<file path="config.mk">
export PLATFORM = sky130hd
export DESIGN_NAME = cloud_vector_sequencer
export DESIGN_NICKNAME = d
export VERILOG_FILES = /design/src/rtl/cloud_vector_sequencer.sv
export SDC_FILE = /design/constraint.sdc
export NUM_CORES = 1
export LEC_CHECK = 0
export BUFFER_PORTS_ARGS = -buffer_cell sky130_fd_sc_hd__buf_2
export CORE_ASPECT_RATIO = 1.75
export CORE_UTILIZATION = 50
export CTS_CLUSTER_DIAMETER = 30
export DETAILED_ROUTE_END_ITERATION = 8
export PLACE_DENSITY = 0.8
export SLEW_MARGIN = 10
export SYNTH_ARGS = -nofsm -noshare
export SYNTH_HDL_FRONTEND = slang
export SYNTH_SLANG_ARGS = --single-unit
export TNS_END_PERCENT = 1
</file>
<file path="constraint.sdc">
create_clock -name clk -period 1.6 [get_ports clk]
set_input_delay 0.32 -clock clk [delete_from_list [all_inputs] [get_ports clk]]
set_output_delay 0.32 -clock clk [all_outputs]
set_load 0.02 [all_outputs]
</file>
<file path="src/rtl/cloud_vector_sequencer.sv">
`timescale 1ns/1ps
// cloud_vector_sequencer
//
// Stimulus/check controller for the 4-input combinational cloud
// (inputs a,b,c,d; outputs o1,o2). Each vector is registered onto the cloud
// inputs and held for SETTLE_CYCLES clocks. The cloud outputs are then sampled
// and compared against a built-in golden model:
//   exp_o2 = a | b | d
//   exp_o1 = (a | b | d) & ~((a | b) & c)
// The block counts mismatches (saturating at 31) and captures the first
// failing vector.
//
// Optional feature, selected by the macro SEQ_FAIL_STOP_EN:
//   defined   - in sweep mode the first mismatch ends the run (goes to DONE).
//   undefined - a sweep always covers all 16 vectors.
//
// Parameters:
//   SETTLE_CYCLES - clocks each vector is held before sampling (1..255).
//   CNT_W         - settle counter width; must be able to hold SETTLE_CYCLES.
//
// Ports:
//   clk, rst_n          - clock (rising edge), asynchronous active-low reset.
//   start               - run request, sampled only in IDLE.
//   mode_sweep          - 1: sweep vectors 0..15, 0: single vector vec_in.
//   vec_in[3:0]         - single-mode vector {a,b,c,d}, captured on accept.
//   abort               - abandon the run; back to IDLE with no done pulse.
//   cloud_a..cloud_d    - registered drive to the cloud inputs.
//   cloud_o1, cloud_o2  - cloud outputs.
//   busy                - high in DRIVE, SETTLE and SAMPLE.
//   done                - one-cycle pulse at run completion.
//   pass                - meaningful while done is high; 1 iff no mismatch.
//   err_count[4:0]      - mismatches in the current run, saturating at 31.
//   fail_valid          - a mismatch has been seen in the current run.
//   fail_vec[3:0]       - first failing vector; 0 while fail_valid is 0.
//   dbg_state[2:0]      - current FSM state encoding (IDLE = 0).
//
// Handshake: start is a level request that the block consumes in any IDLE cycle
// where abort is low; there is no ready. While a run is active (busy) or during
// the DONE cycle, start is ignored.

module cloud_vector_sequencer #(
    parameter int SETTLE_CYCLES = 4,
    parameter int CNT_W         = 8
) (
    input  logic       clk,
    input  logic       rst_n,
    input  logic       start,
    input  logic       mode_sweep,
    input  logic [3:0] vec_in,
    input  logic       abort,
    output logic       cloud_a,
    output logic       cloud_b,
    output logic       cloud_c,
    output logic       cloud_d,
    input  logic       cloud_o1,
    input  logic       cloud_o2,
    output logic       busy,
    output logic       done,
    output logic       pass,
    output logic [4:0] err_count,
    output logic       fail_valid,
    output logic [3:0] fail_vec,
    output logic [2:0] dbg_state
);

    typedef enum logic [2:0] {
        ST_IDLE   = 3'd0,
        ST_DRIVE  = 3'd1,
        ST_SETTLE = 3'd2,
        ST_SAMPLE = 3'd3,
        ST_DONE   = 3'd4
    } state_t;

    // SETTLE counts from SETTLE_CYCLES-1 down to 0 inclusive, so the vector is
    // held for exactly SETTLE_CYCLES clocks and a vector takes SETTLE_CYCLES+2.
    localparam logic [CNT_W-1:0] SETTLE_LOAD = CNT_W'(SETTLE_CYCLES - 1);

    state_t           state;
    state_t           state_n;
    logic [CNT_W-1:0] settle_cnt;
    logic [3:0]       vec_idx;     // next vector to drive
    logic             sweep_r;     // run mode captured on accept
    logic [3:0]       cloud_vec;   // vector currently on the cloud inputs

    logic             exp_o1;
    logic             exp_o2;
    logic             mismatch;
    logic             last_vec;
    logic             stop_early;
    logic             accept;

    // ------------------------------------------------------------------
    // Golden model, evaluated on the vector actually driven on the cloud.
    // ------------------------------------------------------------------
    always_comb begin
        exp_o2   = cloud_vec[3] | cloud_vec[2] | cloud_vec[0];
        exp_o1   = exp_o2 & ~((cloud_vec[3] | cloud_vec[2]) & cloud_vec[1]);
        mismatch = (cloud_o1 != exp_o1) || (cloud_o2 != exp_o2);
    end

    assign last_vec = !sweep_r || (vec_idx == 4'hF);
    assign accept   = (state == ST_IDLE) && start && !abort;

`ifdef SEQ_FAIL_STOP_EN
    assign stop_early = sweep_r && mismatch;
`else
    assign stop_early = 1'b0;
`endif

    // ------------------------------------------------------------------
    // FSM state register
    // ------------------------------------------------------------------
    always_ff @(posedge clk or negedge rst_n) begin
        if (!rst_n) begin
            state <= ST_IDLE;
        end else begin
            state <= state_n;
        end
    end

    // ------------------------------------------------------------------
    // Next-state logic
    // ------------------------------------------------------------------
    always_comb begin
        state_n = state;
        case (state)
            ST_IDLE: begin
                if (accept) begin
                    state_n = ST_DRIVE;
                end
            end
            ST_DRIVE: begin
                state_n = abort ? ST_IDLE : ST_SETTLE;
            end
            ST_SETTLE: begin
                if (abort) begin
                    state_n = ST_IDLE;
                end else if (settle_cnt == '0) begin
                    state_n = ST_SAMPLE;
                end
            end
            ST_SAMPLE: begin
                if (abort) begin
                    state_n = ST_IDLE;
                end else if (last_vec || stop_early) begin
                    state_n = ST_DONE;
                end else begin
                    state_n = ST_DRIVE;
                end
            end
            ST_DONE: begin
                state_n = ST_IDLE;
            end
            default: begin
                state_n = ST_IDLE;
            end
        endcase
    end

    // ------------------------------------------------------------------
    // Datapath: vector index, cloud drive, settle counter, error capture.
    // Error state holds across abort and DONE; only an accepted start clears it.
    // ------------------------------------------------------------------
    always_ff @(posedge clk or negedge rst_n) begin
        if (!rst_n) begin
            settle_cnt <= '0;
            vec_idx    <= 4'h0;
            sweep_r    <= 1'b0;
            cloud_vec  <= 4'h0;
            err_count  <= 5'd0;
            fail_valid <= 1'b0;
            fail_vec   <= 4'h0;
        end else begin
            case (state)
                ST_IDLE: begin
                    if (accept) begin
                        err_count  <= 5'd0;
                        fail_valid <= 1'b0;
                        fail_vec   <= 4'h0;
                        sweep_r    <= mode_sweep;
                        vec_idx    <= mode_sweep ? 4'h0 : vec_in;
                    end
                end
                ST_DRIVE: begin
                    if (abort) begin
                        cloud_vec <= 4'h0;
                    end else begin
                        cloud_vec  <= vec_idx;
                        settle_cnt <= SETTLE_LOAD;
                    end
                end
                ST_SETTLE: begin
                    if (abort) begin
                        cloud_vec <= 4'h0;
                    end else if (settle_cnt != '0) begin
                        settle_cnt <= settle_cnt - CNT_W'(1);
                    end
                end
                ST_SAMPLE: begin
                    if (abort) begin
                        cloud_vec <= 4'h0;
                    end else begin
                        if (mismatch) begin
                            if (err_count != 5'd31) begin
                                err_count <= err_count + 5'd1;
                            end
                            if (!fail_valid) begin
                                fail_valid <= 1'b1;
                                fail_vec   <= cloud_vec;
                            end
                        end
                        if (!(last_vec || stop_early)) begin
                            vec_idx <= vec_idx + 4'd1;
                        end
                    end
                end
                ST_DONE: begin
                    if (abort) begin
                        cloud_vec <= 4'h0;
                    end
                end
                default: begin
                    cloud_vec <= 4'h0;
                end
            endcase
        end
    end

    // ------------------------------------------------------------------
    // Outputs
    // ------------------------------------------------------------------
    assign cloud_a   = cloud_vec[3];
    assign cloud_b   = cloud_vec[2];
    assign cloud_c   = cloud_vec[1];
    assign cloud_d   = cloud_vec[0];
    assign busy      = (state == ST_DRIVE) || (state == ST_SETTLE) || (state == ST_SAMPLE);
    assign done      = (state == ST_DONE);
    assign pass      = (state == ST_DONE) && (err_count == 5'd0);
    assign dbg_state = state;

endmodule

</file>
==> flow_metrics.tcl, run 1 <==
set metrics [dict create \
    finalPower_mw 3.57 \
    period_needed_ps 1690 \
    min_path_type "in2async" \
    htreeDepth 2 \
    wl_per_cell_um 17.2 \
    overflow 0 \
    fin_cells 311 \
    seq_area_frac_synth 0.419 \
    clk_pin_slew_worst_paths_ps 70 \
    start_util 0.527 \
    required_ps 1820 \
    fin_nets 282 \
    cts_tree "done" \
    drv_slew 0 \
    leakagePower_nw 1.25 \
    yosysMostFrequentCell "dfrtp_1" \
    p_per_area_nw_per_um2 1400 \
    worst_ir_drop_vdd_v 0.00109 \
    cts.path.max_buffers 2 \
    yosys-top-cells-count "30 x dfrtp_1, 16 x nor2_1, 13 x o21ai_0, 10 x nand2_1" \
    ys.flop_type "dfrtp_1" \
    stdcell_area_sq_um 2550 \
    grt_max_degree 31 \
    ys_warn_count 0 \
    synth_top_cell_by_area "dfrtp_1" \
    critical_path_class "reg2reg" \
    crit_path_start_kind "flip-flop" \
    drc_errors 0 \
    drt-total-wl_um 5350 \
    antenna_found_initial 0 \
    maxCapViolations 0 \
    synthArstFlopShare 1.00 \
    dieWidth_um 47.2 \
    io_pins 31 \
    synth_cells 193 \
    grtUsageTotal 0.307 \
    root_buffer "clkbuf_8" \
    ys_top_cells_by_area "dfrtp_1 42%, ha_1 4.2%, o21ai_0 3.6%" \
    place_congestion 0.776 \
    ys_seq_elements 30 \
    nFillCells 271 \
    grt_first_pass_wirelength_um 8230 \
    clock_sinks 30 \
    period_share 1.06 \
    clk_latency_ps 300 \
    postPlaceCellArea_sq_um 2270 \
    dp_hpwl_um 3640 \
    worstMarginPinSlew_ps 634 \
    drt_iter0_drc 82 \
    vias_per_cell 6.07 \
    fin_ws_ps -91.5 \
    die_h_um 81.2 \
    synth-edff-count 0 \
    relSlewSlack 0.573 \
    drtPass1Iterations 4 \
    post-place-cells 298 \
    rsz0062_at_grt "yes" \
    worstPathArrival_ps 1910 \
    cts_buffers 5 \
    hold_viol_final 0 \
    dieArea_sq_um 3830 \
    status "complete, but fails checks" \
    whs_ps 29.6 \
    place_ws_ps -137 \
    drtAntennaViolNets 0 \
    failed_checks "setup timing" \
    critPathMaxFanout 5 \
    synth.avg_cell_area_sq_um 9.28 \
    synth_nets 210 \
    synth.distinct_cells 51 \
    coreArea_sq_um 3400 \
    io_buffer_count 30 \
    critPathCaptureType "flip-flop" \
    num_antenna_cells 0 \
    multi_input_area_sq_um 1070 \
    synth_top_area_frac 0.419 \
    netlist_area_sq_um 1790 \
    max_freq_mhz 591 \
    num_vias 1887 \
    drive_gt1_frac 0.444 \
    rows 28 \
    grt_pass1_vias 1855 \
    setup_viol_count_final 12 \
    syn2layout_area_growth_pct 42.2 \
    seq_area_sq_um 756 \
    clock_skew_ps 8.04 \
]
-- report_power, final --
part           internal [mW]  switching (mW)
combinational          0.750           0.882
clock                  0.458           0.318
sequential             0.968           0.200
-- placed cells by master, fill, tap and decap left out, types with 3 or more instances in the layout --
master,n
inv_1,7
o21ai_2,4
a21oi_2,3
nand3_1,5
nor2_1,15
nand2_1,10
nor3_1,8
a211o_1,3
a21oi_1,4
clkbuf_8,5
o21ai_0,9
nand4_1,4
buf_4,41
and3_1,5
buf_2,29
nor4_1,4
a31oi_1,4
ha_1,5
xor2_1,4
dfrtp_1,26
a22o_1,3
buf_6,6
dfrtp_2,4
-- through the flow --
| step | utilization | TNS (ps) |
|---|---|---|
| detailed placement | 0.669 | -1020 |
| finish | 0.749 | -618 |
| global placement | 0.669 | -249 |
| floorplan | - | -402 |
| global route | 0.749 | -1660 |
| CTS | 0.730 | -764 |
-- worst paths after layout --
kind                            endpoint          start  slack [ps]  depth (start not counted)
setup / recovery           settle_cnt[0]  settle_cnt[1]         -90                          7
hold / removal              dbg_state[1]          rst_n          30                          2
setup reg to reg           settle_cnt[0]  settle_cnt[1]         -90                          7
hold reg to reg              fail_vec[3]    fail_vec[3]         510                          2
max in group asynchronous   dbg_state[2]          rst_n        1260                          2
min in group clk            dbg_state[1]          abort         380                          3
-- per-layer routing --
| layer | vias to the layer above | GRT usage | share of wire |
|---|---|---|---|
| li1 | 877 | - | - |
| met1 | 923 | 0.282 | 0.35 |
| met2 | 65 | 0.564 | 0.58 |
| met3 | 22 | 0.0689 | 0.037 |
| met4 | 0 | 0.177 | 0.039 |
| met5 | - | 0 | 0 |
-- logic make-up after synthesis --
logic type	Yosys count	synth area share
AOI/OAI and AO/OA	54	0.212
xor gates and xnor gates	6	0.0293
adders and majority gates	6	0.0419
buffers and inverters	20	0.0447
DFF	30	0.419
and+or+nand+nor	77	0.252
-- critical path, cell delays in order (launching register included) --
cell and delay (ps):
dfrtp_1 380, inv_1 90, ha_1 140, or4b_4 500
o21ai_2 220, buf_4 160, nor2_1 30, a21oi_1 100
-- repair_timing --
item	in CTS	in global routing
resized for setup	18	20
endpoints found under the setup margin	22	22
hold buffers	0	0
pin swaps	4	1
hold endpoints to repair	0	0
buffers inserted	5	0
-- registers in the layout, indices dropped and copies added (netlist names) --
signal,flops
fail_vec,4
sweep_r,1
fail_valid,1
dbg_state,3
vec_idx,4
err_count,5
settle_cnt,8
cloud_vec,4
-- layout make-up --
type	instances	area share
inverters	9	0.0133
clock buffers	5	0.0270
well taps	45	0.0221
clock inverters	3	0.0157
multi-input cells	143	0.421
flip-flops and latches	30	0.297
repair buffers	76	0.204
(Power assumes the default switching activity.)
==> run 2: changes to the inputs <==
--- a/config.mk
+++ b/config.mk
@@ -5,6 +5,7 @@
 export SDC_FILE = /design/constraint.sdc
 export NUM_CORES = 1
 export LEC_CHECK = 0
+export ABC_AREA = 1
 export BUFFER_PORTS_ARGS = -buffer_cell sky130_fd_sc_hd__buf_2
 export CORE_ASPECT_RATIO = 1.75
 export CORE_UTILIZATION = 50
==> run 2 against run 1 <==
Combinational power decreased by 12%. Largest cell class unchanged. Sequential power decreased by 6%. Clock-buffer cell count unchanged. Register-to-register slack improved by 180 ps. Worst hold slack improved by 45 ps. First-iteration DRC count decreased by 48%. Critical path type is now reg2out. Synthesized area decreased by 0.56%. Via count decreased by 7.6%. The flow now finishes without violations. Non-clock buffer count decreased by 31.
==> flow_metrics.tcl, run 2 <==
set metrics [dict create \
    drt-total-wl_um 4330 \
    synthArstFlopShare 1.00 \
    io_pins 31 \
    coreArea_sq_um 3400 \
    synth_top_cell_by_area "dfrtp_1" \
    grt_first_pass_wirelength_um 6820 \
    num_antenna_cells 0 \
    min_path_type "in2async" \
    netlist_area_sq_um 1780 \
    cts_tree "done" \
    finalSetupTns_ps 0 \
    p_per_area_nw_per_um2 1470 \
    ys_top_cells_by_area "dfrtp_1 42%, nand2_1 13%, nor2_1 6.5%" \
    grtUsageTotal 0.253 \
    htreeDepth 2 \
    ys_warn_count 0 \
    clockPowerShare 0.231 \
    drt_iter0_drc 43 \
    die_h_um 80.9 \
    critPathMaxFanout 2 \
    dieArea_sq_um 3810 \
    power.switching_mw 1.38 \
    top_register "settle_cnt" \
    ys.flop_type "dfrtp_1" \
    wl_per_cell_um 13.2 \
    clock_skew_ps 4.09 \
    root_buffer "clkbuf_8" \
    required_ps 1280 \
    combPwrFrac 0.434 \
    synth_top_area_frac 0.422 \
    grt_pass1_vias 1649 \
    cpPeakStageDelay_ps 400 \
    drtAntennaViolNets 0 \
    antenna_found_initial 0 \
    worstMarginPinSlew_ps 694 \
    crit_buf_inv 3 \
    dr_wl_met2_um 2350 \
    leakagePower_nw 1.21 \
    period_share 0.991 \
    grt_max_degree 31 \
    final_common_cell "nand2_1" \
    max_freq_mhz 631 \
    seq_area_frac_synth 0.422 \
    routed.top_layer "met4" \
    sw_frac_of_total 0.418 \
    dieWidth_um 47.1 \
    rows 28 \
    synth.avg_cell_area_sq_um 7.58 \
    synth.distinct_cells 24 \
    maxCapViolations 0 \
    cp_top_family "flip-flops" \
    yosys-top-cells-count "60 x nand2_1, 31 x nor2_1, 30 x dfrtp_1, 30 x inv_1, 16 x nand3_1" \
    drtPass1Iterations 4 \
    layout_common_cells "55 x nand2_1, 30 x nor2_1, 29 x buf_2, 28 x inv_1, 28 x dfrtp_1" \
    path_cells "buf_6 > inv_4 > ha_4 > nand2_2 > nor3_2 > buf_4" \
    dr_wl_met3_um 171 \
    synth_cells 235 \
    place_congestion 0.875 \
    worstPathArrival_ps 1270 \
    overflow 0 \
    worst_ir_drop_vdd_v 0.00107 \
    drc_errors 0 \
    vias_per_cell 5.30 \
    wl_met1_um 1610 \
    drv_slew 0 \
    yosysMostFrequentCell "nand2_1" \
    critPathCaptureType "primary output" \
    drive_gt1_frac 0.292 \
    synth_nets 252 \
    ys_seq_elements 30 \
    largest_reg_flops 8 \
    start_util 0.524 \
    place_ws_ps 19.9 \
    fin_nets 300 \
    synth-edff-count 0 \
    hold_viol_final 0 \
    internal_power_mw 1.92 \
    clock_sinks 30 \
    largestRegisters "settle_cnt x8, err_count x5" \
    status "finished clean" \
    relSlewSlack 0.538 \
    period_needed_ps 1590 \
    syn2layout_area_growth_pct 26.2 \
    io_buffer_count 30 \
    critical_path_class "reg2out" \
    fin_ws_ps 14.1 \
    clk_pin_slew_worst_paths_ps 70 \
    setup_viol_count_final 0 \
    cp_slowest_cell "dfrtp_1" \
    dp_hpwl_um 3100 \
    crit_path_start_kind "flip-flop" \
    cts_buffers 5 \
    num_vias 1744 \
    rsz0062_at_grt "yes" \
    cts.path.max_buffers 2 \
    clk_latency_ps 280 \
    seqPwrFrac 0.335 \
]
## run 2: cell type report
cell class | count | area [sq um]
Inverter | 36 | 140
Fill cell | 306 | 1150
Tap cell | 45 | 56.3
Clock buffer | 5 | 68.8
Multi-Input combinational cell | 165 | 916
Timing Repair Buffer | 45 | 273
Sequential cell | 30 | 753
Clock inverter | 3 | 40.0
## run 2: cells by family (layout without fill, tap and decap cells)
family,Yosys count,in the layout,synth area share
DFF,30,30,0.422
xor gates and xnor gates,7,7,0.0344
buffers and inverters,40,89,0.0991
adders and majority gates,6,6,0.0422
and+or+nand+nor,128,128,0.328
AOI/OAI and AO/OA,24,24,0.0745
## run 2: power by group through the flow
stage | registers (mW) | logic [mW] | clock network (mW)
global route | 1.13 | 1.58 | 0.802
finish | 1.10 | 1.43 | 0.762
global placement | 1.12 | 1.26 | 0
detailed placement | 1.12 | 1.28 | 0
CTS | 1.10 | 1.38 | 0.765
floorplan | 1.20 | 0.816 | 0
## run 2: routing by layer
layer  up-vias  global-route usage
met3        21              0.0533
met4         0               0.137
li1        839                   -
met2        63               0.469
met1       821               0.240
met5         -                   0
## run 2: path summary, 6_finish.rpt
| kind | startpoint | end | slack [ps] | cells past startpoint |
|---|---|---|---|---|
| setup reg to reg | err_count[0] | err_count[3] | 90 | 9 |
| hold reg to reg | fail_vec[1] | fail_vec[1] | 470 | 2 |
| hold / removal | rst_n | vec_idx[0] | 80 | 1 |
| min in group clk | abort | dbg_state[2] | 230 | 2 |
| max in group asynchronous | rst_n | dbg_state[1] | 1040 | 1 |
| setup / recovery | err_count[0] | pass | 10 | 6 |
## run 2: per-stage QoR
stage	utilization	power, mW	std cells	hold slack (ps)	instance area [sq um]
6_report	0.661	3.30	329	75.0	2250
5_1_grt	0.661	3.51	329	137	2250
4_1_cts	0.648	3.24	329	97.1	2200
3_5_place_dp	0.599	2.40	317	400	2040
3_3_place_gp	0.599	2.37	317	395	2040
2_1_floorplan	-	2.02	235	24.4	1790
## run 2: repair_timing
item,in CTS,in global routing
setup endpoints to repair,2,16
hold endpoints to repair,0,0
setup buffers,4,0
resized for setup,10,12
pin swaps,3,5
hold buffers,0,0
==> run 3: changes to the inputs <==
--- a/config.mk
+++ b/config.mk
@@ -6,7 +6,7 @@
 export NUM_CORES = 1
 export LEC_CHECK = 0
 export ABC_AREA = 1
-export BUFFER_PORTS_ARGS = -buffer_cell sky130_fd_sc_hd__buf_2
+export BUFFER_PORTS_ARGS = -buffer_cell sky130_fd_sc_hd__buf_4
 export CORE_ASPECT_RATIO = 1.75
 export CORE_UTILIZATION = 50
 export CTS_CLUSTER_DIAMETER = 30
==> run 3 against run 2 <==
The run now ends with setup timing left. Maximum frequency fell by 2.5%. Worst setup slack got worse by 41 ps. Sequential share of layout area fell by 1.1 points. Clock skew barely moved. Design area rose by 3.5%. Clock-buffer cell count rose by 3. Critical path depth did not move. Core utilization rose by 2.3 points. Sequential power barely moved. Via count fell by 4.0%. Critical path type unchanged.
==> flow_metrics.tcl, run 3 (synthesis results as in run 2) <==
set metrics [dict create \
    internal_power_mw 1.96 \
    layout_common_cells "57 x nand2_1, 45 x buf_4, 30 x nor2_1, 27 x dfrtp_1, 26 x inv_1" \
    drtAntennaViolNets 0 \
    period_share 1.02 \
    clockPowerShare 0.216 \
    critPathMaxFanout 2 \
    seqPwrFrac 0.335 \
    multi_input_area_sq_um 891 \
    grtUsageTotal 0.257 \
    rsz0062_at_grt "yes" \
    fin_ws_ps -26.9 \
    cpPeakStageDelay_ps 390 \
    worstMarginPinSlew_ps 385 \
    postPlaceCellArea_sq_um 2100 \
    rows 28 \
    worstPathArrival_ps 1310 \
    num_vias 1675 \
    rr_startpoint "err_count[0]" \
    cts.path.max_buffers 2 \
    place_congestion 0.829 \
    root_buffer "clkbuf_8" \
    status "complete, but fails checks" \
    die_h_um 80.9 \
    maxCapViolations 0 \
    min_path_type "in2reg" \
    antenna_found_initial 0 \
    crit_path_start_kind "flip-flop" \
    clock_sinks 30 \
    p_per_area_nw_per_um2 1420 \
    dieWidth_um 47.1 \
    hold_viol_final 0 \
    final_common_cell "nand2_1" \
    grt_max_degree 31 \
    failed_checks "setup timing" \
    required_ps 1280 \
    sw_frac_of_total 0.405 \
    syn2layout_area_growth_pct 30.6 \
    critPathLaunch "err_count[1]" \
    largestRegisters "settle_cnt x8, err_count x5" \
    fin_nets 303 \
    path_cells "buf_6 > inv_4 > ha_4 > nand2_2 > nor3_2 > buf_4" \
    fin_util 0.684 \
    vias_per_cell 5.05 \
    top_register "settle_cnt" \
    start_util 0.524 \
    overflow 0 \
    power.switching_mw 1.34 \
    io_buffer_count 30 \
    cts_buffers 5 \
    htreeDepth 2 \
    drt_iter0_drc 25 \
    finalSetupTns_ps -26.9 \
    num_antenna_cells 0 \
    setup_viol_count_final 1 \
    clk_latency_ps 280 \
    max_freq_mhz 615 \
    cts_tree "done" \
    combPwrFrac 0.449 \
    grt_pass1_vias 1658 \
    seq_area_sq_um 754 \
    drc_errors 0 \
    coreArea_sq_um 3400 \
    dp_hpwl_um 3120 \
    critical_path_class "reg2out" \
    worstHoldStart "abort" \
    critPathCaptureType "primary output" \
    finalPower_mw 3.30 \
    nFillCells 301 \
    drive_gt1_frac 0.296 \
    wl_per_cell_um 12.7 \
    leakagePower_nw 1.23 \
    clk_pin_slew_worst_paths_ps 60 \
    grt_first_pass_wirelength_um 6930 \
    worst_ir_drop_vdd_v 0.00110 \
    relSlewSlack 0.743 \
    drt-total-wl_um 4200 \
    drtPass1Iterations 4 \
    drv_slew 0 \
    io_pins 31 \
    largest_reg_flops 8 \
    cp_slowest_cell "dfrtp_1" \
    period_needed_ps 1630 \
    clock_skew_ps 4.30 \
    stdcell_area_sq_um 2320 \
    dieArea_sq_um 3810 \
]
run 3: cell types whose count changed in the layout (fill, tap and decap cells not counted), sizes merged:
cell	change
dlygate4sd3	+1
buf	+2
clkbuf	+3
bufinv	-1
clkinv	-2
run 3: critical path, delay by kind of cell, from the launching register on:
| kind | cells | cell delay, ps |
|---|---|---|
| adders and majority gates | 1 | 130 |
| buffers and inverters | 3 | 350 |
| and+or+nand+nor | 2 | 160 |
| DFF | 1 | 390 |
run 3: layout make-up:
| class | count | area share |
|---|---|---|
| Multi-Input combinational cell | 165 | 0.383 |
| Sequential cell | 30 | 0.325 |
| Timing Repair Buffer | 48 | 0.159 |
| Inverter | 36 | 0.0614 |
| Clock buffer | 8 | 0.0474 |
| Tap cell | 45 | 0.0242 |
run 3: timing repair:
item,in CTS,in global routing
hold buffers,1,0
pin swaps,2,1
setup buffers,5,2
setup endpoints to repair,2,19
hold endpoints to repair,30,0
resized for setup,10,9
run 3: metal layers:
metal | vias up | global-route usage | share of wire
li1 | 845 | - | -
met1 | 772 | 0.248 | 0.37
met2 | 43 | 0.460 | 0.55
met3 | 15 | 0.0644 | 0.038
met4 | 0 | 0.149 | 0.043
met5 | - | 0 | 0
run 3: path summary, 6_finish.rpt:
check	to	slack, ps	depth (start not counted)
worst max-delay path	pass	-30	6
worst min-delay path	dbg_state[2]	210	2
worst max register to register	err_count[2]	70	9
worst min register to register	fail_vec[2]	470	2
max in group asynchronous	dbg_state[0]	800	2
min in group asynchronous	vec_idx[0]	500	2
run 3: through the flow:
step	hold slack [ps]	setup WS, ps	std cells
6_report	212	-26.9	332
5_1_grt	208	-82.8	332
4_1_cts	210	-85.8	330
3_5_place_dp	268	21.0	316
3_3_place_gp	270	116	316
2_1_floorplan	24.4	80.6	235
run 3: power by group through the flow:
stage	Clock [mW]	Sequential (mW)	Combinational (mW)
finish	0.713	1.11	1.48
global route	0.765	1.13	1.66
CTS	0.724	1.10	1.43
detailed placement	0	1.13	1.33
global placement	0	1.12	1.30
floorplan	0	1.20	0.816
